**src/rtl/uart_checker_pkg.sv**
```systemverilog
// Shared types and constants for the UART loopback checker.
// Optional feature macro: UART_CHECKER_LFSR_EN (LFSR pattern instead of incrementing byte).
package uart_checker_pkg;

    typedef enum logic [1:0] {
        IDLE   = 2'd0,
        SEND   = 2'd1,
        WAITRX = 2'd2,
        DONE   = 2'd3
    } state_e;

    // Feedback taps of the 8-bit Fibonacci LFSR: bits 7,5,4,3
    localparam logic [7:0] LFSR_TAPS = 8'hB8;

    localparam int unsigned SYSCLKFRQ    = 12000000;
    localparam int unsigned BITCLKFRQ    = 115200;
    localparam int unsigned BIT_CYCLES   = SYSCLKFRQ / BITCLKFRQ;
    localparam int unsigned FRAME_CYCLES = 10 * BIT_CYCLES;

    // About 11.5 frames of margin, rounded up to a whole thousand cycles (12000)
    localparam int unsigned DEF_TIMEOUT_CYCLES =
        ((FRAME_CYCLES * 23 / 2 + 999) / 1000) * 1000;

    // Next LFSR state: shift left, feedback is parity of the tapped bits
    function automatic logic [7:0] lfsr_next(input logic [7:0] cur);
        return {cur[6:0], ^(cur & LFSR_TAPS)};
    endfunction

    // An all-zero seed would lock the LFSR, so it is replaced by 8'h01
    function automatic logic [7:0] lfsr_seed_fix(input logic [7:0] seed);
        return (seed == 8'h00) ? 8'h01 : seed;
    endfunction

endpackage

```
**src/rtl/uart_checker_patgen.sv**
```systemverilog
// Expected-byte pattern generator for the loopback checker.
// UART_CHECKER_LFSR_EN defined: 8-bit Fibonacci LFSR from SEED (00 -> 01).
// Otherwise: incrementing byte starting at 00, wrapping FF -> 00.
module uart_checker_patgen
    import uart_checker_pkg::*;
#(
    parameter logic [7:0] SEED = 8'h01
) (
    input  logic       clk,
    input  logic       rst,
    input  logic       init,
    input  logic       adv,
    output logic [7:0] pat
);

`ifdef UART_CHECKER_LFSR_EN
    localparam logic [7:0] PAT_START = lfsr_seed_fix(SEED);
`else
    // Counter mode always starts at 00; the seed is masked out
    localparam logic [7:0] PAT_START = SEED & 8'h00;
`endif

    logic [7:0] pat_d;
    logic [7:0] pat_q;
    logic [7:0] pat_nxt;

    // Successor of the current pattern byte
    always_comb begin
`ifdef UART_CHECKER_LFSR_EN
        pat_nxt = lfsr_next(pat_q);
`else
        pat_nxt = pat_q + 8'd1;
`endif
    end

    // Restart on init, step on adv, otherwise hold
    always_comb begin
        pat_d = pat_q;
        if (init) begin
            pat_d = PAT_START;
        end else if (adv) begin
            pat_d = pat_nxt;
        end
    end

    // Pattern register
    always_ff @(posedge clk) begin
        if (rst) begin
            pat_q <= PAT_START;
        end else begin
            pat_q <= pat_d;
        end
    end

    assign pat = pat_q;

endmodule

```
**config.mk**
```make
export PLATFORM = sky130hd
export DESIGN_NAME = uart_checker_patgen
export DESIGN_NICKNAME = d
export VERILOG_FILES = /design/src/rtl/uart_checker_pkg.sv /design/src/rtl/uart_checker_patgen.sv
export SDC_FILE = /design/constraint.sdc
export NUM_CORES = 1
export LEC_CHECK = 0
export BUFFER_PORTS_ARGS = -buffer_cell sky130_fd_sc_hd__clkbuf_2
export CAP_MARGIN = 10
export CORE_AREA = 4 4 41 43
export CTS_CLUSTER_DIAMETER = 60
export DETAILED_ROUTE_END_ITERATION = 8
export DIE_AREA = 0 0 45 47
export GPL_TIMING_DRIVEN = 0
export PLACE_DENSITY = 0.44
export SETUP_SLACK_MARGIN = 0.4
export SYNTH_ARGS = -nofsm -noshare
export SYNTH_HDL_FRONTEND = slang
export SYNTH_SLANG_ARGS = --single-unit
```
**constraint.sdc**
```tcl
create_clock -name clk -period 1.3 [get_ports clk]
set_clock_uncertainty 0.05 [all_clocks]
set_input_delay 0.325 -clock clk [delete_from_list [all_inputs] [get_ports clk]]
set_output_delay 0.325 -clock clk [all_outputs]
set_load 0.02 [all_outputs]
```
== After elaboration in Yosys (flattened, before gate mapping) ==
Cells that the tools add are included.

* Register bits after elaboration: 8
* Bits in latches: 0
* Bits in writable memories: 0
* Memory bits (read-only): 0
* Bits of input ports: 4
* Output and inout bits: 8
* Word-level logic and storage cells: 3
* Memories: 0

* $add $sub $neg: 1
* Multiply operators: 0
* Divide/modulo/power cells: 0
* Magnitude comparators: 0
* Equality and inequality tests: 0
* Shifts and indexed selects: 0
* Muxes and demuxes: 0
* Bitwise logic cells: 0
* Reduce and logical (&&, ||, !) cells: 1

{| class="wikitable"
|+ Operator list
! operator !! count
|-
| $add 8x1->8 const B || 1
|-
| $reduce_or 2->1 || 1
|}

== Depth between registers and ports, before layout ==
Gate-level depths: netlist of the first run.

* Depth after elaboration: 1
* Depth in mapped cells: 4
* Gate-level depth less buffers: 4

== Worst setup path before layout of the first run ==
Ideal clock, no wire load.

* Path kind: reg-to-reg
* From: reg pat_q[0] (netlist: pat[0])
* To: reg pat_q[6] (netlist: pat[6])
* Library setup time: 70 ps
* Data arrival time: 1265 ps
* Required time: 1180 ps
* Setup slack: -85 ps
* Cell stages (with the launch flop): 5
* Buffers on the path: 0
* Period minus slack after synthesis: 1385 ps
* Cell sequence: dfxtp_1 > ha_1 > nand3_1 > or3_1 > a21oi_1

* Longest elaborated chain between the ends: 1

{| class="wikitable"
|+ Ends and longest elaborated chain
! item !! line !! source
|-
| from (decl) || uart_checker_patgen.sv:24 || <nowiki>logic [7:0] pat_q;</nowiki>
|-
| from (signal assigned) || uart_checker_patgen.sv:51 || <nowiki>pat_q <= pat_d;</nowiki>
|-
| $add 8x1->8 || uart_checker_patgen.sv:32 || <nowiki>pat_nxt = pat_q + 8'd1;</nowiki>
|}

Every way passes these cells.
A chain may end at the register's enable or synchronous reset.

== Final worst setup path of the first run ==
* From: reg pat_q[1] (netlist: pat[1])
* To: reg pat_q[6] (netlist: pat[6])

Same word-level chain as after synthesis.

==> run_results.csv, run 1 <==
group,metric,value,unit
floorplanning,floorplan.rows,13,
synth,synth_async_sr_flop_share,0,
clock_network,cts_buffers,3,
worst_setup_path,crit_fanout,4,
global_routing,initial_antenna_violation_count,0,
synth,yosys_register_bits,8,
placed_design,gp_congestion,0.651,
worst_setup_path,worstSetupEndpointType,"flop",
synth,syn-cell-area,345,um^2
timing,finalWorstPathRequiredPeriod,1200,ps
floorplanning,die_footprint,0.00212,mm^2
timing,finalSetupViolations,0,
global_routing,number_of_global_route_vias_before_repair,312,
detailed_routing,drt-vias-per-instance,4.70,
placed_design,port_buffers,10,
clock_network,clk_buf_depth,2,
clock_network,postCtsHoldBufs,0,
worst_setup_path,timing_worst_setup_path_type,"flop to flop",
worst_setup_path,start_kind,"flop",
timing,worst_slew_pin_slew,171,ps
finish,largest_register_ff_count,8,
clock_network,cts_tree,"built",
synth,cells_after_synth,38,
clock_network,clk_transition_reported_paths,60,ps
synth,synth_nets,43,
finish,area_growth_syn_to_layout,91.7,%
clock_network,cts_root_buf,"sky130_fd_sc_hd__clkbuf_4",
synth,synth_enable_flop_cells,0,
global_routing,grt_use_met3,0.0613,
detailed_routing,detail_route.first_pass.iterations,4,
finish,nNetsFinal,67,
worst_setup_path,critical_path.slowest_cell,"sky130_fd_sc_hd__dfxtp_4",
clock_network,cts_sinks,8,
worst_setup_path,ff2ff_path_depth,4,
timing,final_cycle_utilization_of_the_critical_path,0.919,
synth,synth.largest_area_cell,"sky130_fd_sc_hd__dfxtp_1",
worst_setup_path,required,1430,ps
power,finalPower,0.485,mW
global_routing,gr-usage-met1,0.114,
floorplanning,top_level_ports,12,
worst_setup_path,timing.critical_path.arrival,1320,ps
detailed_routing,drt_first_iter_violations,6,
global_routing,met2_usage,0.155,
synth,synth_most_common_cell,"sky130_fd_sc_hd__dfxtp_1",
timing,final_max_slew_viol_count,0,
clock_network,clk-insertion-delay-late,260,ps
detailed_routing,routedWlPerCell,11.7,um
placed_design,cell_total_after_placement,63,
synth,synth.top_cells.by_area,"sky130_fd_sc_hd__dfxtp_1, sky130_fd_sc_hd__xor2_1, sky130_fd_sc_hd__nor2_1",
finish,final_core_density,0.509,
worst_setup_path,timing.critical_path.cells,"ha_4 > nand3_2 > or3_1 > a21oi_1",
timing,report.final.hold_viol_count,0,
floorplanning,start_util,0.265,
hold_path,min_path_type,"input port to flop",
placed_design,dp.final_hpwl,566,um
finish,fin_cells,76,
timing,fin_ws,105,ps
worst_setup_path,critPathMaxStageDelay,390,ps
synth,syn_area_per_cell,9.09,um^2
timing,grt_setup_unrepaired,"true",
placed_design,place_ws,152,ps
detailed_routing,postRouteAntennaNets,0,
timing,maxClockFrequency,0.837,GHz
hold_path,holdPathStages,3,
synth,synthesis.yosys.warnings,0,
global_routing,maximum_number_of_pins_on_one_net_before_global_route_repair,9,
clock_network,cts.htree.levels,1,
global_routing,grt.overflow.total,0,
synth,yosys_most_used_dff,"sky130_fd_sc_hd__dfxtp_1",
detailed_routing,routed-via-count,357,
timing,timing.setup.tns,0,ps
detailed_routing,wl,887,um
power,max-vdd-ir-drop,0.717,mV
global_routing,first_pass_grt_wire_length,1.48,mm
finish,drive_gt1_frac,0.590,
floorplanning,floorplan.die.height,47,um
synth,synth.cells.most_frequent,"sky130_fd_sc_hd__dfxtp_1, sky130_fd_sc_hd__nor2_1",
floorplanning,die-width,45,um
floorplanning,core_region_area,0.00130,mm^2
run_status,result_of_the_run,"completed",
power,leakage_power_total,0.259,nW
detailed_routing,drc,0,
finish,antennaDiodeCount,0,
synth,synth_largest_type_area_fraction,0.464,
power,p_per_area,733,mW/mm^2
synth,synth.lib_cells_used.distinct,16,
job,cap_viol_max_count,0,
timing,slew-limit-headroom,0.885,
synth,synth.yosys.seq_area_share,0.464,
global_routing,global_route.peak_usage_layer,"met2",
global_routing,globalRouteTotalUtil,0.103,
## logic make-up (layout without fill, tap and decap cells)
kind of cell    after synthesis  count (layout)  share of synthesized area
compound gates                6               6                     0.0869
flops                         8               8                      0.464
mux                           1               1                     0.0290
buf+inv                       2              25                     0.0326
xor+xnor                      4               4                      0.101
fa+ha+maj                     1               1                     0.0362
simple gates                 16              16                      0.250
## layout make-up
class | instances | area [um^2]
plain buffers | 2 | 25.0
clock buffers | 4 | 26.3
fillers | 147 | 639
multi-input cells | 28 | 203
flip-flops and latches | 8 | 183
well taps | 15 | 18.8
repair buffers | 19 | 206
## worst paths after layout
check | to | startpoint | slack [ps]
setup / recovery | pat[6] | pat[1] | 100
hold / removal | pat[0] | adv | 300
setup reg to reg | pat[6] | pat[1] | 100
hold reg to reg | pat[5] | pat[5] | 470
## routing by layer
layer / wire, um / up-vias
met4: 12 / 0
met5: 0 / -
met1: 332 / 160
li1: - / 178
met3: 87 / 2
met2: 455 / 17
## power breakdown
| group | internal [mW] | total [mW] | leakage, nW | switching, mW |
|---|---|---|---|---|
| clock network | 0.118 | 0.204 | 0.0150 | 0.0862 |
| logic | 0.0223 | 0.0381 | 0.173 | 0.0158 |
| registers | 0.239 | 0.243 | 0.0701 | 0.00437 |
| total | 0.379 | 0.485 | 0.259 | 0.106 |
## critical path: cells and delay by family (launching register included)
kind,cells,cell delay (ps)
and+or+nand+nor,2,400
adders and majority gates,1,150
DFF,1,390
AOI/OAI and AO/OA,1,130
## per-stage QoR
stage | hold slack (ps) | cell area (um^2)
2_1_floorplan | 469 | 403
3_3_place_gp | 418 | 472
3_5_place_dp | 430 | 472
4_1_cts | 293 | 628
5_1_grt | 306 | 662
6_report | 304 | 662
## repair_timing
item                       4_1_cts  5_1_grt
cloned                           0        0
setup endpoints to repair       14       16
setup buffers                    6        3
resized for setup               22        9
pin swaps                        5        6
## layout by cell type, fill, tap and decap left out
cell / instances
sky130_fd_sc_hd__buf_8: 6
sky130_fd_sc_hd__buf_4: 6
sky130_fd_sc_hd__nor2_1: 5
sky130_fd_sc_hd__dfxtp_4: 5
sky130_fd_sc_hd__buf_6: 4
sky130_fd_sc_hd__or3_1: 3
sky130_fd_sc_hd__clkbuf_8: 3
sky130_fd_sc_hd__a21oi_1: 3
sky130_fd_sc_hd__xor2_1: 3
sky130_fd_sc_hd__clkbuf_4: 3
sky130_fd_sc_hd__dfxtp_2: 3
sky130_fd_sc_hd__nand2_1: 2
sky130_fd_sc_hd__o21ai_1: 2
sky130_fd_sc_hd__nand4_1: 2
sky130_fd_sc_hd__clkbuf_2: 2
sky130_fd_sc_hd__nand4_4: 1
sky130_fd_sc_hd__or2_4: 1
sky130_fd_sc_hd__mux2i_1: 1
sky130_fd_sc_hd__xnor2_1: 1
sky130_fd_sc_hd__nand3_2: 1
sky130_fd_sc_hd__nand3_1: 1
sky130_fd_sc_hd__o21ai_0: 1
sky130_fd_sc_hd__ha_4: 1
sky130_fd_sc_hd__clkbuf_1: 1
Note: power is estimated with default switching activity, not from simulation.
==> run 2, diff against run 1 <==
--- a/config.mk
+++ b/config.mk
@@ -5,7 +5,7 @@
 export SDC_FILE = /design/constraint.sdc
 export NUM_CORES = 1
 export LEC_CHECK = 0
-export BUFFER_PORTS_ARGS = -buffer_cell sky130_fd_sc_hd__clkbuf_2
+export BUFFER_PORTS_ARGS = -buffer_cell sky130_fd_sc_hd__buf_2
 export CAP_MARGIN = 10
 export CORE_AREA = 4 4 41 43
 export CTS_CLUSTER_DIAMETER = 60
@@ -14,6 +14,7 @@
 export GPL_TIMING_DRIVEN = 0
 export PLACE_DENSITY = 0.44
 export SETUP_SLACK_MARGIN = 0.4
+export SLEW_MARGIN = 15
 export SYNTH_ARGS = -nofsm -noshare
 export SYNTH_HDL_FRONTEND = slang
 export SYNTH_SLANG_ARGS = --single-unit
==> constraint.sdc (replaced) <==
create_clock -name clk -period 1.1 [get_ports clk]
set_clock_uncertainty 0.05 [all_clocks]
set_input_delay 0.275 -clock clk [delete_from_list [all_inputs] [get_ports clk]]
set_output_delay 0.275 -clock clk [all_outputs]
set_load 0.02 [all_outputs]
==> run_results.csv, run 2 (synthesis gave the netlist of run 1 again) <==
group,metric,value,unit
run_status,result_of_the_run,"complete, but fails checks",
run_status,failed_checks,"negative setup slack",
floorplanning,start_util,0.265,
clock_network,clk_transition_reported_paths,60,ps
detailed_routing,detail_route.first_pass.iterations,4,
timing,final.hold.worst_slack,259,ps
timing,fin_ws,-31.5,ps
placed_design,port_buffers,10,
hold_path,min_path_type,"input port to flop",
worst_setup_path,setup.worst_path.start,"pat[1]",
clock_network,cts.htree.levels,1,
power,power_switching,0.139,mW
power,p_clk_frac,0.434,
power,comb_power_share,0.079,
detailed_routing,drc,0,
floorplanning,top_level_ports,12,
power,max-vdd-ir-drop,0.585,mV
power,p_per_area,1010,mW/mm^2
placed_design,place_ws,-47.2,ps
placed_design,gp_congestion,0.668,
finish,nNetsFinal,61,
detailed_routing,drt-vias-per-instance,4.79,
power,leakage_power_total,0.226,nW
finish,antennaDiodeCount,0,
finish,largest_register_ff_count,8,
detailed_routing,routed-via-count,335,
timing,slew-limit-headroom,0.856,
finish,drive_gt1_frac,0.582,
worst_setup_path,rr_startpoint,"pat[1]",
floorplanning,die_footprint,0.00212,mm^2
worst_setup_path,worstSetupEndpointType,"flop",
finish,most_common_cell_after_layout_fill_and_taps_aside,"sky130_fd_sc_hd__buf_4",
global_routing,globalRouteTotalUtil,0.0894,
detailed_routing,wl,748,um
timing,final_cycle_utilization_of_the_critical_path,1.03,
worst_setup_path,timing.critical_path.arrival,1270,ps
floorplanning,floorplan.rows,13,
finish,fillCellCount,141,
finish,regArea,184,um^2
global_routing,number_of_global_route_vias_before_repair,297,
placed_design,dp.final_hpwl,538,um
power,power.sequential.fraction,0.486,
worst_setup_path,start_kind,"flop",
global_routing,gr-usage-met1,0.0982,
power,switching_share,0.238,
placed_design,cell_total_after_placement,63,
clock_network,cts_sinks,8,
worst_setup_path,timing_worst_setup_path_type,"flop to flop",
worst_setup_path,required,1240,ps
power,cell_internal_power_dissipation,0.445,mW
clock_network,cts_root_buf,"sky130_fd_sc_hd__clkbuf_4",
global_routing,met2_usage,0.121,
timing,report.final.hold_viol_count,0,
timing,maxClockFrequency,0.884,GHz
detailed_routing,postRouteAntennaNets,0,
detailed_routing,routedWlPerCell,10.7,um
hold_path,worst_hold_startpoint,"adv",
global_routing,grt.overflow.total,0,
worst_setup_path,crit_fanout,5,
floorplanning,die-width,45,um
clock_network,postCtsHoldBufs,0,
job,cap_viol_max_count,0,
clock_network,clk-insertion-delay-late,260,ps
clock_network,cts_buffers,3,
global_routing,global_route.peak_usage_layer,"met2",
global_routing,maximum_number_of_pins_on_one_net_before_global_route_repair,9,
timing,finalSetupViolations,7,
timing,grt_setup_unrepaired,"true",
clock_network,clk_buf_depth,2,
finish,most-common-layout-cells,"sky130_fd_sc_hd__buf_4, sky130_fd_sc_hd__dfxtp_4, sky130_fd_sc_hd__buf_6, sky130_fd_sc_hd__nor2_1",
global_routing,initial_antenna_violation_count,0,
clock_network,cts_tree,"built",
timing,worst_slew_pin_slew,214,ps
floorplanning,core_region_area,0.00130,mm^2
timing,finalWorstPathRequiredPeriod,1130,ps
finish,multi_input_comb_area,216,um^2
timing,final_max_slew_viol_count,0,
finish,area_growth_syn_to_layout,67.4,%
finish,fin_cells,70,
global_routing,first_pass_grt_wire_length,1.25,mm
detailed_routing,drt_first_iter_violations,6,
global_routing,grt_use_met3,0.0575,
floorplanning,floorplan.die.height,47,um
-- run 2: changes by cell type in the layout (fill, tap and decap cells not counted), sizes merged --
cell,delta
clkbuf,-4
buf,-2
-- run 2: worst max-delay path: stages (launching register included) --
cell and delay (ps):
sky130_fd_sc_hd__dfxtp_4 380, sky130_fd_sc_hd__nand4_4 130, sky130_fd_sc_hd__or3_1 380, sky130_fd_sc_hd__a21oi_2 110
-- run 2: path summary, 6_finish.rpt --
path                                to  slack (ps)  cells after the start
worst max-delay path            pat[5]         -30                      3
worst min-delay path            pat[0]         260                      3
worst min register to register  pat[7]         440                      2
worst max register to register  pat[5]         -30                      3
-- run 2: final cells by class --
class / count / share of cell area
Buffer: 2 / 0.0433
Sequential cell: 8 / 0.318
Timing Repair Buffer: 13 / 0.186
Multi-Input combinational cell: 28 / 0.374
Clock buffer: 4 / 0.0455
Tap cell: 15 / 0.0325
-- run 2: timing repair --
| action | CTS | global route |
|---|---|---|
| pin swaps | 5 | 1 |
| resized for setup | 15 | 1 |
| endpoints found under the setup margin | 16 | 16 |
| buffers inserted | 2 | 1 |
-- run 2: through the flow --
step / utilization / area, um^2 / total power, mW / TNS [ps]
after global routing: 0.444 / 578 / 0.634 / -638
after detailed placement: 0.367 / 478 / 0.331 / -65.2
after global placement: 0.367 / 478 / 0.331 / -28.3
final: 0.444 / 578 / 0.585 / -157
after floorplan: - / 409 / 0.322 / -26.1
after CTS: 0.436 / 567 / 0.596 / -211
-- run 2: power groups by stage --
stage | combinational, mW | clock (mW) | sequential, mW
floorplan | 0.0252 | 0 | 0.297
global placement | 0.0374 | 0 | 0.293
detailed placement | 0.0377 | 0 | 0.294
CTS | 0.0466 | 0.265 | 0.284
global route | 0.0516 | 0.298 | 0.285
finish | 0.0463 | 0.254 | 0.284
-- run 2: per-layer routing --
layer | wire length (um) | share of wire | vias to the layer above
li1 | - | - | 166
met1 | 328 | 0.44 | 154
met2 | 332 | 0.44 | 12
met3 | 62 | 0.083 | 3
met4 | 25 | 0.033 | 0
met5 | 0 | 0 | -
